==> config.mk <==
export PLATFORM = sky130hd
export DESIGN_NAME = instr_fetch_flat
export DESIGN_NICKNAME = d
export VERILOG_FILES = /design/src/rtl/rv64_pkg.sv /design/src/rtl/instr_fetch_if.sv /design/src/rtl/ifetch_fifo.sv /design/src/rtl/instr_fetch.sv /design/src/flat_wrapper.sv
export SDC_FILE = /design/constraint.sdc
export NUM_CORES = 1
export LEC_CHECK = 0
export CAP_MARGIN = 5
export CORE_MARGIN = 10
export CORE_UTILIZATION = 30
export CTS_BUF_LIST = sky130_fd_sc_hd__clkbuf_2
export CTS_CLUSTER_DIAMETER = 80
export DETAILED_ROUTE_END_ITERATION = 10
export DONT_BUFFER_PORTS = 1
export PLACE_DENSITY = 0.47
export SLEW_MARGIN = 15
export SYNTH_ARGS = -nofsm -noshare
export SYNTH_HDL_FRONTEND = slang
export SYNTH_HIERARCHICAL = 1
export SYNTH_SLANG_ARGS = --single-unit
==> constraint.sdc <==
create_clock -name clk -period 3.3 [get_ports clk]
set_clock_uncertainty 0.2 [all_clocks]
set_input_delay 0.495 -clock clk [delete_from_list [all_inputs] [get_ports clk]]
set_output_delay 0.495 -clock clk [all_outputs]
set_load 0.01 [all_outputs]
==> src/rtl/rv64_pkg.sv <==
// Shared RV64 fetch definitions: widths, canonical NOP, fetch FSM states
// and the queue entry layout shared by the fetch stage and its queue.
package rv64_pkg;

    localparam int unsigned XLEN = 64;
    localparam int unsigned ILEN = 32;

    localparam logic [ILEN-1:0] NOP_INSTR = 32'h0000_0013;

    typedef enum logic [1:0] {
        IDLE,
        REQ,
        WAIT
    } fetch_state_e;

    typedef struct packed {
        logic [XLEN-1:0] pc;
        logic [ILEN-1:0] instr;
        logic            misalign;
    } fetch_entry_t;

endpackage

==> src/rtl/instr_fetch_if.sv <==
// Bus bundles for the fetch stage: instruction-memory request/response
// channel and the show-ahead decode channel. master = fetch stage side.
interface ifetch_imem_if;
    import rv64_pkg::*;

    logic            req;
    logic [XLEN-1:0] addr;
    logic            gnt;
    logic            rvalid;
    logic [ILEN-1:0] rdata;

    modport master (output req, addr, input gnt, rvalid, rdata);
    modport slave  (input req, addr, output gnt, rvalid, rdata);
endinterface

interface ifetch_dec_if;
    import rv64_pkg::*;

    logic            valid;
    logic            ready;
    logic [ILEN-1:0] instr;
    logic [XLEN-1:0] pc;
    logic            misalign;

    modport master (output valid, instr, pc, misalign, input ready);
    modport slave  (input valid, instr, pc, misalign, output ready);
endinterface

==> src/rtl/ifetch_fifo.sv <==
// Show-ahead queue of fetched entries. The head is read straight from the
// storage registers; pointers carry an extra wrap bit to tell full from empty.
// Push while full is accepted only when a pop happens in the same cycle.
module ifetch_fifo
    import rv64_pkg::*;
#(
    parameter int unsigned DEPTH = 2
) (
    input  logic                     clk,
    input  logic                     rst_n,
    input  logic                     clear,
    input  logic                     push,
    input  fetch_entry_t             push_data,
    input  logic                     pop,
    output fetch_entry_t             head,
    output logic                     full,
    output logic                     empty,
    output logic [$clog2(DEPTH):0]   count
);

    localparam int unsigned AW = $clog2(DEPTH);

    fetch_entry_t mem [DEPTH];
    logic [AW:0]  wr_ptr;
    logic [AW:0]  rd_ptr;
    logic         do_push;
    logic         do_pop;

    assign empty   = (wr_ptr == rd_ptr);
    assign full    = (wr_ptr[AW] != rd_ptr[AW]) && (wr_ptr[AW-1:0] == rd_ptr[AW-1:0]);
    assign count   = wr_ptr - rd_ptr;
    assign do_pop  = pop & ~empty;
    assign do_push = push & (~full | do_pop);
    assign head    = mem[rd_ptr[AW-1:0]];

    // Pointer update; clear discards everything, including same-cycle push/pop.
    always_ff @(posedge clk or negedge rst_n) begin
        if (!rst_n) begin
            wr_ptr <= '0;
            rd_ptr <= '0;
        end else if (clear) begin
            wr_ptr <= '0;
            rd_ptr <= '0;
        end else begin
            if (do_push) wr_ptr <= wr_ptr + 1'b1;
            if (do_pop)  rd_ptr <= rd_ptr + 1'b1;
        end
    end

    // Entry storage, reset so an empty queue presents all-zero head fields.
    always_ff @(posedge clk or negedge rst_n) begin
        if (!rst_n) begin
            for (int unsigned i = 0; i < DEPTH; i++) mem[i] <= '0;
        end else if (do_push && !clear) begin
            mem[wr_ptr[AW-1:0]] <= push_data;
        end
    end

endmodule

==> src/rtl/instr_fetch.sv <==
// Instruction fetch stage: samples the sequencer PC in IDLE, issues a single
// outstanding memory request, and queues {pc, instr} for decode.
// A flush empties the queue and marks any in-flight fetch to be dropped.
// Optional macro IFETCH_ALIGN_CHK_EN: a PC with pc[1:0] != 0 skips memory
// and queues a NOP tagged misaligned directly from IDLE.
module instr_fetch
    import rv64_pkg::*;
#(
    parameter int unsigned DEPTH = 2
) (
    input  logic             clk,
    input  logic             rst_n,
    input  logic [XLEN-1:0]  pc,
    input  logic             pc_valid,
    input  logic             flush,
    output logic             stall_o,
    ifetch_imem_if.master    imem,
    ifetch_dec_if.master     dec
);

    localparam int unsigned       CW      = $clog2(DEPTH) + 1;
    localparam logic [CW-1:0]     CNT_MAX = CW'(DEPTH);

    fetch_state_e state;
    logic         kill;
    logic         misaligned;
    logic         can_issue;
    logic         fetch_done;
    logic         push;
    logic         pop;
    fetch_entry_t push_data;
    fetch_entry_t head;
    logic         full;
    logic         empty;
    logic [CW-1:0] count;

`ifdef IFETCH_ALIGN_CHK_EN
    assign misaligned = (pc[1:0] != 2'b00);
`else
    assign misaligned = 1'b0;
`endif

    assign can_issue  = pc_valid & ~flush & (count < CNT_MAX);
    assign fetch_done = (state == WAIT) & imem.rvalid;
    assign push       = (fetch_done & ~kill & ~flush)
                      | ((state == IDLE) & can_issue & misaligned);
    assign pop        = ~empty & dec.ready;
    assign stall_o    = ~flush & ((state != IDLE) | full);

    // Queue payload: memory response in WAIT, synthesized NOP from IDLE.
    always_comb begin
        push_data = '{pc: imem.addr, instr: imem.rdata, misalign: 1'b0};
        if (state == IDLE) push_data = '{pc: pc, instr: NOP_INSTR, misalign: 1'b1};
    end

    // Fetch FSM with registered request/address; a granted request always completes.
    always_ff @(posedge clk or negedge rst_n) begin
        if (!rst_n) begin
            state     <= IDLE;
            kill      <= 1'b0;
            imem.req  <= 1'b0;
            imem.addr <= '0;
        end else begin
            case (state)
                IDLE: begin
                    kill <= 1'b0;
                    if (can_issue && !misaligned) begin
                        imem.addr <= pc;
                        imem.req  <= 1'b1;
                        state     <= REQ;
                    end
                end
                REQ: begin
                    if (flush) kill <= 1'b1;
                    if (imem.gnt) begin
                        imem.req <= 1'b0;
                        state    <= WAIT;
                    end
                end
                WAIT: begin
                    if (imem.rvalid) begin
                        kill  <= 1'b0;
                        state <= IDLE;
                    end else if (flush) begin
                        kill <= 1'b1;
                    end
                end
                default: state <= IDLE;
            endcase
        end
    end

    ifetch_fifo #(.DEPTH(DEPTH)) u_fifo (
        .clk       (clk),
        .rst_n     (rst_n),
        .clear     (flush),
        .push      (push),
        .push_data (push_data),
        .pop       (pop),
        .head      (head),
        .full      (full),
        .empty     (empty),
        .count     (count)
    );

    // The misalign flag is only ever queued as 1 by the alignment-check path,
    // so in the default build it stays 0.
    assign dec.valid    = ~empty;
    assign dec.pc       = head.pc;
    assign dec.instr    = head.instr;
    assign dec.misalign = head.misalign;

endmodule

==> src/flat_wrapper.sv <==
// flat-port wrapper written by rule: the top's interface ports become plain ports
module instr_fetch_flat import rv64_pkg::*;
#(
    parameter int unsigned DEPTH = 2
)
  (clk, rst_n, pc, pc_valid, flush, stall_o, imem_req, imem_addr, imem_gnt, imem_rvalid, imem_rdata, dec_valid, dec_instr, dec_pc, dec_misalign, dec_ready);
  ifetch_imem_if imem_i ();
  ifetch_dec_if dec_i ();
  input  logic clk;
  input  logic rst_n;
  input  logic [XLEN-1:0] pc;
  input  logic pc_valid;
  input  logic flush;
  output logic stall_o;
  output wire logic [$bits(imem_i.req)-1:0] imem_req;
  output wire logic [$bits(imem_i.addr)-1:0] imem_addr;
  input wire logic [$bits(imem_i.gnt)-1:0] imem_gnt;
  input wire logic [$bits(imem_i.rvalid)-1:0] imem_rvalid;
  input wire logic [$bits(imem_i.rdata)-1:0] imem_rdata;
  output wire logic [$bits(dec_i.valid)-1:0] dec_valid;
  output wire logic [$bits(dec_i.instr)-1:0] dec_instr;
  output wire logic [$bits(dec_i.pc)-1:0] dec_pc;
  output wire logic [$bits(dec_i.misalign)-1:0] dec_misalign;
  input wire logic [$bits(dec_i.ready)-1:0] dec_ready;
  assign imem_req = imem_i.req;
  assign imem_addr = imem_i.addr;
  assign imem_i.gnt = imem_gnt;
  assign imem_i.rvalid = imem_rvalid;
  assign imem_i.rdata = imem_rdata;
  assign dec_valid = dec_i.valid;
  assign dec_instr = dec_i.instr;
  assign dec_pc = dec_i.pc;
  assign dec_misalign = dec_i.misalign;
  assign dec_i.ready = dec_ready;
  instr_fetch #(.DEPTH(DEPTH)) u_core (.clk(clk), .rst_n(rst_n), .pc(pc), .pc_valid(pc_valid), .flush(flush), .stall_o(stall_o), .imem(imem_i), .dec(dec_i));
endmodule
# --- Yosys cells after proc, flatten, opt, wreduce, memory -nomap -nowiden ---
# Cells that the tools add are included.
word_totals:
  reg_bits: 266
  output_inout_bits: 164
  elab_cells: 78
  inputBits: 103
op_classes:
  n_mux: 21
  reduce_logical: 13
  n_addsub: 3
  order_cmp: 4
  eq_ne: 8
  n_bitwise: 17
op_table:
  columns: ["cell", "count"]
  rows:
  - ["two-way mux 97 bit", 5]
  - ["bitwise mux 194 bit", 1]
  - ["demux 97 bit (select 1 bit)", 1]
  - ["two-way mux 2 bit", 7]
  - ["bitwise AND 1 bit", 9]
  - ["nonzero test 2 bit", 4]
  - ["case mux 2 bit (3 select lines)", 1]
  - ["AND reduction 3 bit", 2]
  - ["adder 2 x 1 -> 2 bit, second input constant", 2]
  - [">= comparator 2 bit, second input constant", 2]
  - ["two-way mux 1 bit", 4]
  - ["!= test 2 bit, second input constant", 2]
  - ["NOT 1 bit", 4]
  - ["NOT 1 -> 2 bit", 2]
  - ["logical AND 1 bit", 3]
  - ["case mux 1 bit (3 select lines)", 1]
  - ["nonzero test 3 bit", 1]
  - ["equality test 2 x 1 -> 1 bit, second input constant", 1]
  - ["equality test 2 bit", 1]
  - ["equality test 2 bit, second input constant", 1]
  - ["zero test 2 bit", 1]
  - ["less-than comparator 2 x 1 -> 1 bit, second input constant", 1]
  - ["less-than comparator 2 bit, second input constant", 1]
  - ["!= test 2 x 1 -> 1 bit, second input constant", 1]
  - ["7 further kinds", 8]

# --- Longest topological paths before layout ---
# Gate-level depths: netlist (run 1).
logic_depth:
  depth_word: 8
  ltp_mapped: 11
  mapped_depth_nobuf: 8

# --- Hierarchy ---
# The synthesis (run 1) kept the hierarchy.
by_module_without_submodules:
  columns: ["mod", "area_each_um2", "n_inst", "cells_per_inst", "seq_area_each_um2"]
  rows:
  - ["ifetch_fifo", 8720.9, 1, 549, 4954.8]
  - ["instr_fetch", 3681.0, 1, 276, 1701.6]

# --- Least setup slack after synthesis (run 1) ---
# OpenSTA, ideal clock, no wires.
synth_path:
  kind: "reg-to-reg"
  from: "register u_core.u_fifo.wr_ptr[0]"
  to: "register u_core/u_fifo/mem[76] in the netlist's numbering"
  path_buffers: 2
  stages_incl_launch_ff: 11
  setup_ps: 125
  synth_period_minus_slack_ps: 2521
  arrival_ps: 2196
  path_slack_ps: 779
  required_time_ps: 2975
  cell_sequence: "dfrtp_1 -> inv_1 -> ha_1 -> inv_1 -> nor2_1 -> nor2b_1 -> nor2b_1 -> a211oi_2 -> buf_6 -> buf_6 -> mux2_2"
synth_via:
  elab_chain_len: 7
  elab_cells_between_ends: 17
  cone_classes: "order compare (2); eq/ne (2); mux (3); bitwise (7); reduce/logical (3)"
synth_rtl:
  columns: ["element", "line", "source"]
  rows:
  - ["from (decl)", "ifetch_fifo.sv:24", "logic [AW:0] wr_ptr;"]
  - ["from (signal assigned)", "ifetch_fifo.sv:45", "if (do_push) wr_ptr <= wr_ptr + 1'b1;"]
  - ["equality test 2 bit", "ifetch_fifo.sv:29", "assign empty = (wr_ptr == rd_ptr);"]
  - ["net u_core.empty", "instr_fetch.sv:34", "logic empty;"]
  - ["NOT 1 bit", "instr_fetch.sv:47", "assign pop = ~empty & dec.ready;"]
  - ["bitwise AND 1 bit", "instr_fetch.sv:47", null]
  - ["net u_core.pop", "instr_fetch.sv:30", "logic pop;"]
  - ["bitwise AND 1 bit", "ifetch_fifo.sv:32", "assign do_pop = pop & ~empty;"]
  - ["bitwise OR 1 bit", "ifetch_fifo.sv:33", "assign do_push = push & (~full | do_pop);"]
  - ["bitwise AND 1 bit", "ifetch_fifo.sv:33", null]
  - ["logical AND 1 bit", "ifetch_fifo.sv:54", "end else if (do_push && !clear) begin"]
  - ["to (signal, indexed assignment)", "ifetch_fifo.sv:55", "mem[wr_ptr[AW-1:0]] <= push_data;"]
  - ["to (decl)", "ifetch_fifo.sv:23", "fetch_entry_t mem [DEPTH];"]
# The timed path passes the listed nets, and every way through them passes these cells.
# A chain may end at the register's enable or synchronous reset.

# --- Final worst setup path (run 1) ---
layout_path:
  from: "register u_core.u_fifo.wr_ptr[0]"
  to: "register u_core.imem.addr[33]"
layout_via:
  elab_chain_len: 4
layout_rtl:
  columns: ["element", "line", "source"]
  rows:
  - ["subtractor 2 bit", "ifetch_fifo.sv:31", "assign count = wr_ptr - rd_ptr;"]
  - ["net u_core.count[1]", "instr_fetch.sv:35", "logic [CW-1:0] count;"]
  - ["less-than comparator 2 bit", "instr_fetch.sv:43", "assign can_issue = pc_valid & ~flush & (count < CNT_MAX);"]
  - ["bitwise AND 1 bit", "instr_fetch.sv:43", null]
  - ["AND reduction 2 bit (no source line)", null, null]
  - ["to (signal assigned)", "instr_fetch.sv:68", "imem.addr <= pc;"]
  - ["to (decl)", "instr_fetch_if.sv:12", "modport master (output req, addr, input gnt, rvalid, rdata);"]
# The timed path passes the listed nets, and every way through them passes these cells.

==> results of run 1 <==
## registers in the layout, summed over array words and instances, names as in the netlist
register and cells:
u_core/kill 1, u_core/imem.addr 64, u_core/u_fifo/mem 194, u_core/state 2, u_core/u_fifo/wr_ptr 2, u_core/imem.req 1
u_core/u_fifo/rd_ptr 2
## Yosys cell counts (all sizes together)
cell type  number
mux2          422
dfrtp         266
nor2b          35
buf            34
clkbuf         16
inv             8
a21oi           6
ha              6
nor2            6
nand2           4
o21ai           3
or2             3
a211oi          2
nand2b          2
nor3            2
xnor2           2
a211o           1
a21boi          1
a311oi          1
nand3           1
o311ai          1
o32a            1
or3b            1
xor2            1
## metal layers
layer / routed length [um] / track usage (%)
met1: 14300 / 15.9
met2: 16000 / 21.0
met3: 2690 / 5.90
met4: 901 / 5.91
met5: 11 / 0
## what timing repair did
action / CTS / global route
gates resized for setup: 3 / 1
buffers inserted: 0 / 4
endpoints found under the hold margin: 531 / 266
endpoints found under the setup margin: 98 / 33
gates cloned: 2 / 0
pin swaps: 0 / 1
## critical path: stages (launching register included)
cell,delay (ns)
dfrtp_1,0.40
inv_1,0.10
ha_1,0.22
xnor2_1,0.14
or3b_1,0.51
nor2_8,0.20
buf_12,0.24
mux2_2,0.38
dlygate4sd3_1,0.56
## power breakdown
group | total (mW) | internal (mW) | switching, mW | leakage (nW)
sequential | 5.15 | 4.27 | 0.881 | 3.47
combinational | 4.42 | 2.55 | 1.86 | 3.38
clock | 2.51 | 1.02 | 1.49 | 0.546
## cells by family after synthesis
kind of cell,Yosys count,synth area share (%)
xor+xnor,3,0.272
compound gates,16,0.878
mux,422,38.9
flops,266,53.7
simple gates,54,2.64
fa+ha+maj,6,0.605
buf+inv,58,3.04
## path summary, 6_finish.rpt
kind	start	end	slack, ns	cells after the start
max in group asynchronous	rst_n	u_core/u_fifo/mem[6]$_DFFE_PN0P_	3.55	0
min in group clk	imem_rdata[30]	u_core/u_fifo/mem[128]$_DFFE_PN0P_	0.18	3
hold / removal	rst_n	u_core/u_fifo/mem[153]$_DFFE_PN0P_	-0.99	0
setup reg to reg	u_core/u_fifo/wr_ptr[0]$_DFFE_PN0P_	u_core/imem.addr[33]$_DFFE_PN0P_	0.19	8
hold reg to reg	u_core/u_fifo/mem[73]$_DFFE_PN0P_	u_core/u_fifo/mem[73]$_DFFE_PN0P_	0.28	1
setup / recovery	u_core/u_fifo/wr_ptr[0]$_DFFE_PN0P_	u_core/imem.addr[33]$_DFFE_PN0P_	0.19	8
## stage by stage
stage / cell area, um2 / total power [mW] / std cells / worst slack, ns / utilization (%)
after CTS: 15900 / 12.3 / 1672 / 0.0110 / 38.8
after floorplan: 12400 / 7.82 / 825 / 0.779 / -
after detailed placement: 12900 / 8.82 / 1315 / 0.404 / 31.6
after global routing: 15900 / 13.0 / 1680 / 0.0169 / 39.0
after global placement: 12900 / 8.78 / 1315 / 0.458 / 31.6
final: 15900 / 12.1 / 1680 / 0.190 / 39.0
## layout make-up
type | instances | area [um2] | area share [%]
timing repair buffer | 230 | 2440 | 15.4
multi-input combinational | 501 | 5410 | 34.0
clock buffer | 117 | 586 | 3.68
inverter | 8 | 30.0 | 0.189
tap | 532 | 666 | 4.18
sequential | 266 | 6660 | 41.8
antenna | 4 | 10.0 | 0.0629
clock inverter | 22 | 115 | 0.723
==> metrics.md, run 1 <==
| Metric | Value |
|---|---|
| Status | `finished, violations left` |
| Failing checks | `negative hold slack` |
| DRC viols | `0` |
| Leakage | `7.40 nW` |
| Layout cells sized above 1 | `48.0%` |
| Setup tns final | `0 ns` |
| Area growth, synth to finish | `28.4%` |
| Synth Area per Inst | `15.0 um2` |
| Initial antenna violation count | `3` |
| Clk sinks | `266` |
| Vias/cell | `4.63` |
| IR drop worst, VDD | `0.000369 V` |
| Mapped Nets | `934` |
| Pwr dens | `759 mW/mm2` |
| Slew of the pin with the lowest slew margin | `0.461 ns` |
| Clk buf depth | `3` |
| H-tree levels | `3` |
| Worst hold slack | `-0.988 ns` |
| Post-synth top area share | `53.7%` |
| Largest area contributor in the netlist | `dfrtp_1` |
| Vias in the first global route | `8655` |
| Most frequent cells in the layout | `mux2_2 (383), dfrtp_1 (265), dlygate4sd3_1 (216), clkbuf_2 (117), nor2b_1 (35)` |
| Pre-antenna DRT Iters | `3` |
| Clk slew on worst S/H paths | `0.10 ns` |
| Max cap viols | `0` |
| Die W | `223 um` |
| Mapped Area | `0.0124 mm2` |
| RSZ-0062 raised after global routing | `false` |
| Max Slew Vio Count | `0` |
| I/O Buffers | `0` |
| Post-DP HPWL | `19200 um` |
| Hold/Removal Path Class | `input pin to asynchronous set/reset pin` |
| Row count | `74` |
| Die ar. | `0.0499 mm2` |
| Cts-stage hold buffer count | `216` |
| Tcrit/Tclk final | `94.2%` |
| Ranking of synthesized cells by area | `dfrtp_1 (54%), mux2_2 (35%), mux2_4 (2.3%)` |
| #FFs+latches synth | `266` |
| Nets | `1197` |
| Worst Setup End Kind | `flop` |
| Crit path launch type | `flop` |
| Die height | `223 um` |
| Routed Antenna Nets | `0` |
| Crit Path Max Fanout | `40` |
| Syn. warnings | `6` |
| Routed wire length | `33900 um` |
| Worst EP arrival | `3.76 ns` |
| CTS tree | `yes` |
| Sequential area share after synthesis | `53.7%` |
| WS Path Type | `flop to flop` |
| Final hold vios | `266` |
| WL per Instance | `20.2 um` |
| Most common cell after layout, fill and taps aside | `mux2_2` |
| Worst path required time | `3.95 ns` |
| DR vias | `7776` |
| Total gr overflow | `0` |
| Fin crit period | `3.11 ns` |
| Num CTS Buffers | `81` |
| Fmax | `322 MHz` |
| Final number of setup-violating endpoints | `0` |
| GPL Wtd Cong | `0.679` |
| CTS Root Cell | `clkbuf_2` |
| Cells after synthesis | `825` |
| Worst-skew pair later-pin latency | `0.98 ns` |
| Core ar. | `0.0408 mm2` |
| Cell variety after synth | `31` |
| Fillcell total | `3899` |
| Initial Util | `30.4%` |
| GRT Total Usage | `13.5%` |
| Slew Limit Headroom | `69.3%` |
| Largest net degree at the start of global routing | `267` |
| First-pass GRT wire length | `52300 um` |
| Boundary pin count | `267` |
| Initial DRC count | `237` |
Power figures use the tool's default switching activity.
==> run 2: changes to the inputs <==
- CORE_MARGIN: 10 -> default
- CORE_UTILIZATION: 30 -> 40
- PLACE_DENSITY: 0.47 -> 0.59
- clock period: 3.3 -> 2.7 ns (I/O delays scaled with it)
==> run 2 against run 1 <==
Against the previous run:
- the run still ends with negative hold slack left
- power is 14% higher
- via count down 4.4%
- sequential power grew 21%
- sequential cell count did not move
- sequential share of layout area up 1.5 points
- utilization is 11 points higher
- design area decreased by 3.4%
- clock-buffer cell count fell by 10
- setup slack got worse by 0.095 ns
- critical path depth is 6 lower
- global-route usage up 4.2 points
- non-clock buffer count decreased by 50
- critical endpoint is now dec_pc[28]
- largest cell class unchanged
- largest power group unchanged
- highest routed layer is now met4
==> metrics.md, run 2 (synthesized netlist as in run 1, its figures left out) <==
| Metric | Value |
|---|---|
| Initial antenna violation count | `2` |
| Internal power | `9.00 mW` |
| WS Path Type | `flop to output port` |
| Die ar. | `0.0317 mm2` |
| Total gr overflow | `0` |
| Met1 global-route usage | `21.4%` |
| Worst hold slack | `-0.902 ns` |
| Flop-to-flop setup slack | `0.12 ns` |
| Clock power frac | `20.8%` |
| Most flops, register | `u_core/u_fifo/mem` |
| Largest registers | `u_core/u_fifo/mem: 194 flops, u_core/imem.addr: 64 flops` |
| Initial DRC count | `254` |
| Most frequent cells in the layout | `mux2_2 (364), dfrtp_1 (265), dlygate4sd3_1 (141), clkbuf_2 (107), mux2_4 (38)` |
| Placed cell area | `0.0129 mm2` |
| Most common cell after layout, fill and taps aside | `mux2_2` |
| Vias in the first global route | `8067` |
| Hold/Removal Path Class | `input pin to asynchronous set/reset pin` |
| Worst path required time | `2.10 ns` |
| Final hold vios | `266` |
| RSZ-0062 raised after global routing | `true` |
| Largest net degree at the start of global routing | `267` |
| Fin crit period | `2.60 ns` |
| CP peak stage delay | `0.55 ns` |
| First-pass GRT wire length | `43600 um` |
| Switching share of power | `34.4%` |
| GPL Wtd Cong | `0.691` |
| Initial Util | `40.6%` |
| I/O Buffers | `0` |
| Leakage | `7.23 nW` |
| DRC viols | `0` |
| CTS Root Cell | `clkbuf_2` |
| FF/Latch Area | `0.00666 mm2` |
| Pre-antenna DRT Iters | `4` |
| Crit Path Max Fanout | `25` |
| Tcrit/Tclk final | `96.5%` |
| Boundary pin count | `267` |
| Die W | `178 um` |
| Area growth, synth to finish | `24.0%` |
| Vias/cell | `5.05` |
| Routed Antenna Nets | `0` |
| Met3 Usage GRT | `6.14%` |
| CTS tree | `yes` |
| Buf/Inv on CP | `1` |
| Worst EP arrival | `2.00 ns` |
| Num CTS Buffers | `74` |
| Fmax | `384 MHz` |
| Critical-path cell list | `clkbuf_16 > mux2_2` |
| Most used routing layer | `met2` |
| Setup tns final | `0 ns` |
| Net Sw Power | `4.71 mW` |
| Met2 Use GR | `28.2%` |
| Layout cells sized above 1 | `53.3%` |
| H-tree levels | `3` |
| Pwr dens | `892 mW/mm2` |
| Row count | `64` |
| Clk sinks | `266` |
| Slew Limit Headroom | `72.3%` |
| Flop pwr share | `45.5%` |
| Multi-input logic area | `0.00552 mm2` |
| Combinational power share | `33.6%` |
| Core ar. | `0.0305 mm2` |
| Routed wire length | `28800 um` |
| Max cap viols | `0` |
| Crit path launch type | `flop` |
| GRT Total Usage | `17.7%` |
| IR drop worst, VDD | `0.000401 V` |
| Fillcell total | `2603` |
| WL per Instance | `19.6 um` |
| Crit path max-delay cell type | `dfrtp_4` |
| Max reg flops | `194` |
| DR vias | `7432` |
| Die height | `178 um` |
| Nets | `1140` |
| Final Instance Area | `0.0154 mm2` |
| Max Slew Vio Count | `0` |
| Slew of the pin with the lowest slew margin | `0.415 ns` |
| Final number of setup-violating endpoints | `0` |
| Worst-skew pair later-pin latency | `0.80 ns` |
| Reg-to-reg endpoint | `u_core/u_fifo/mem[158]$_DFFE_PN0P_` |
| Clk slew on worst S/H paths | `0.10 ns` |
| Status | `finished, violations left` |
| CP delay by family, top | `flip-flops` |
| Failing checks | `negative hold slack` |
| Clk buf depth | `3` |
| Worst reg2reg path depth | `9` |
| Post-DP HPWL | `16300 um` |
| Launching point of the worst reg2reg path | `u_core/u_fifo/rd_ptr[0]$_DFFE_PN0P_` |
| Worst Setup End Kind | `output port` |
run 2: power groups by stage:
stage / Clock (mW) / Sequential [mW] / Combinational, mW
5_1_grt: 3.26 / 6.46 / 4.98
3_3_place_gp: 0 / 6.29 / 4.32
4_1_cts: 3.03 / 6.25 / 4.55
2_1_floorplan: 0 / 6.08 / 3.48
6_report: 2.86 / 6.25 / 4.61
3_5_place_dp: 0 / 6.33 / 4.34
run 2: worst reg2reg max path, delay by kind of cell, from the launching register on:
family          cells  cell delay (ns)
fa+ha+maj           1             0.31
compound gates      1             0.24
flops               1             0.58
simple gates        3             0.46
mux                 1             0.35
buf+inv             3             0.34
run 2: layout make-up:
class                   instances  share of cell area, %
inverters                       8                  0.212
clock inverters                11                  0.635
repair buffers                180                   13.2
multi-input cells             501                   35.9
flip-flops and latches        266                   43.3
clock buffers                 107                   3.48
diodes                          2                 0.0325
well taps                     396                   3.22
run 2: worst max path at each step:
stage | start | endpoint | slack, ns | depth (start not counted)
2_1_floorplan | u_core/u_fifo/wr_ptr[0]$_DFFE_PN0P_ | u_core/u_fifo/mem[76]$_DFFE_PN0P_ | 0.18 | 10
3_3_place_gp | u_core/u_fifo/rd_ptr[0]$_DFFE_PN0P_ | u_core/u_fifo/mem[33]$_DFFE_PN0P_ | 0.10 | 9
3_5_place_dp | u_core/u_fifo/rd_ptr[0]$_DFFE_PN0P_ | u_core/u_fifo/mem[40]$_DFFE_PN0P_ | 0.07 | 9
4_1_cts | u_core/u_fifo/rd_ptr[0]$_DFFE_PN0P_ | dec_instr[3] | -0.06 | 2
5_1_grt | u_core/u_fifo/rd_ptr[0]$_DFFE_PN0P_ | dec_pc[52] | -0.09 | 2
6_report | u_core/u_fifo/rd_ptr[0]$_DFFE_PN0P_ | dec_pc[28] | 0.1 | 2
run 2: through the flow:
stage                     total power, mW  std cells  setup WS (ns)  util (%)
final                                13.7       1471         0.0953      50.4
after global placement               10.6       1195          0.104      42.3
after detailed placement             10.7       1195         0.0725      42.3
after global routing                 14.7       1471        -0.0916      50.4
after CTS                            13.8       1450        -0.0602      49.0
after floorplan                      9.55        825          0.179         -
run 2: routing by layer:
metal | up-vias | wire length, um
li1 | 3395 | -
met1 | 3755 | 12400
met2 | 218 | 13700
met3 | 64 | 1830
met4 | 0 | 838
met5 | - | 0
run 2: timing repair:
item / in CTS / in global routing
buffers inserted: 0 / 9
setup endpoints to repair: 98 / 288
gates resized for setup: 5 / 33
endpoints found under the hold margin: 530 / 270
gates cloned: 1 / 6
pin swaps: 3 / 2
hold buffers: 137 / 4
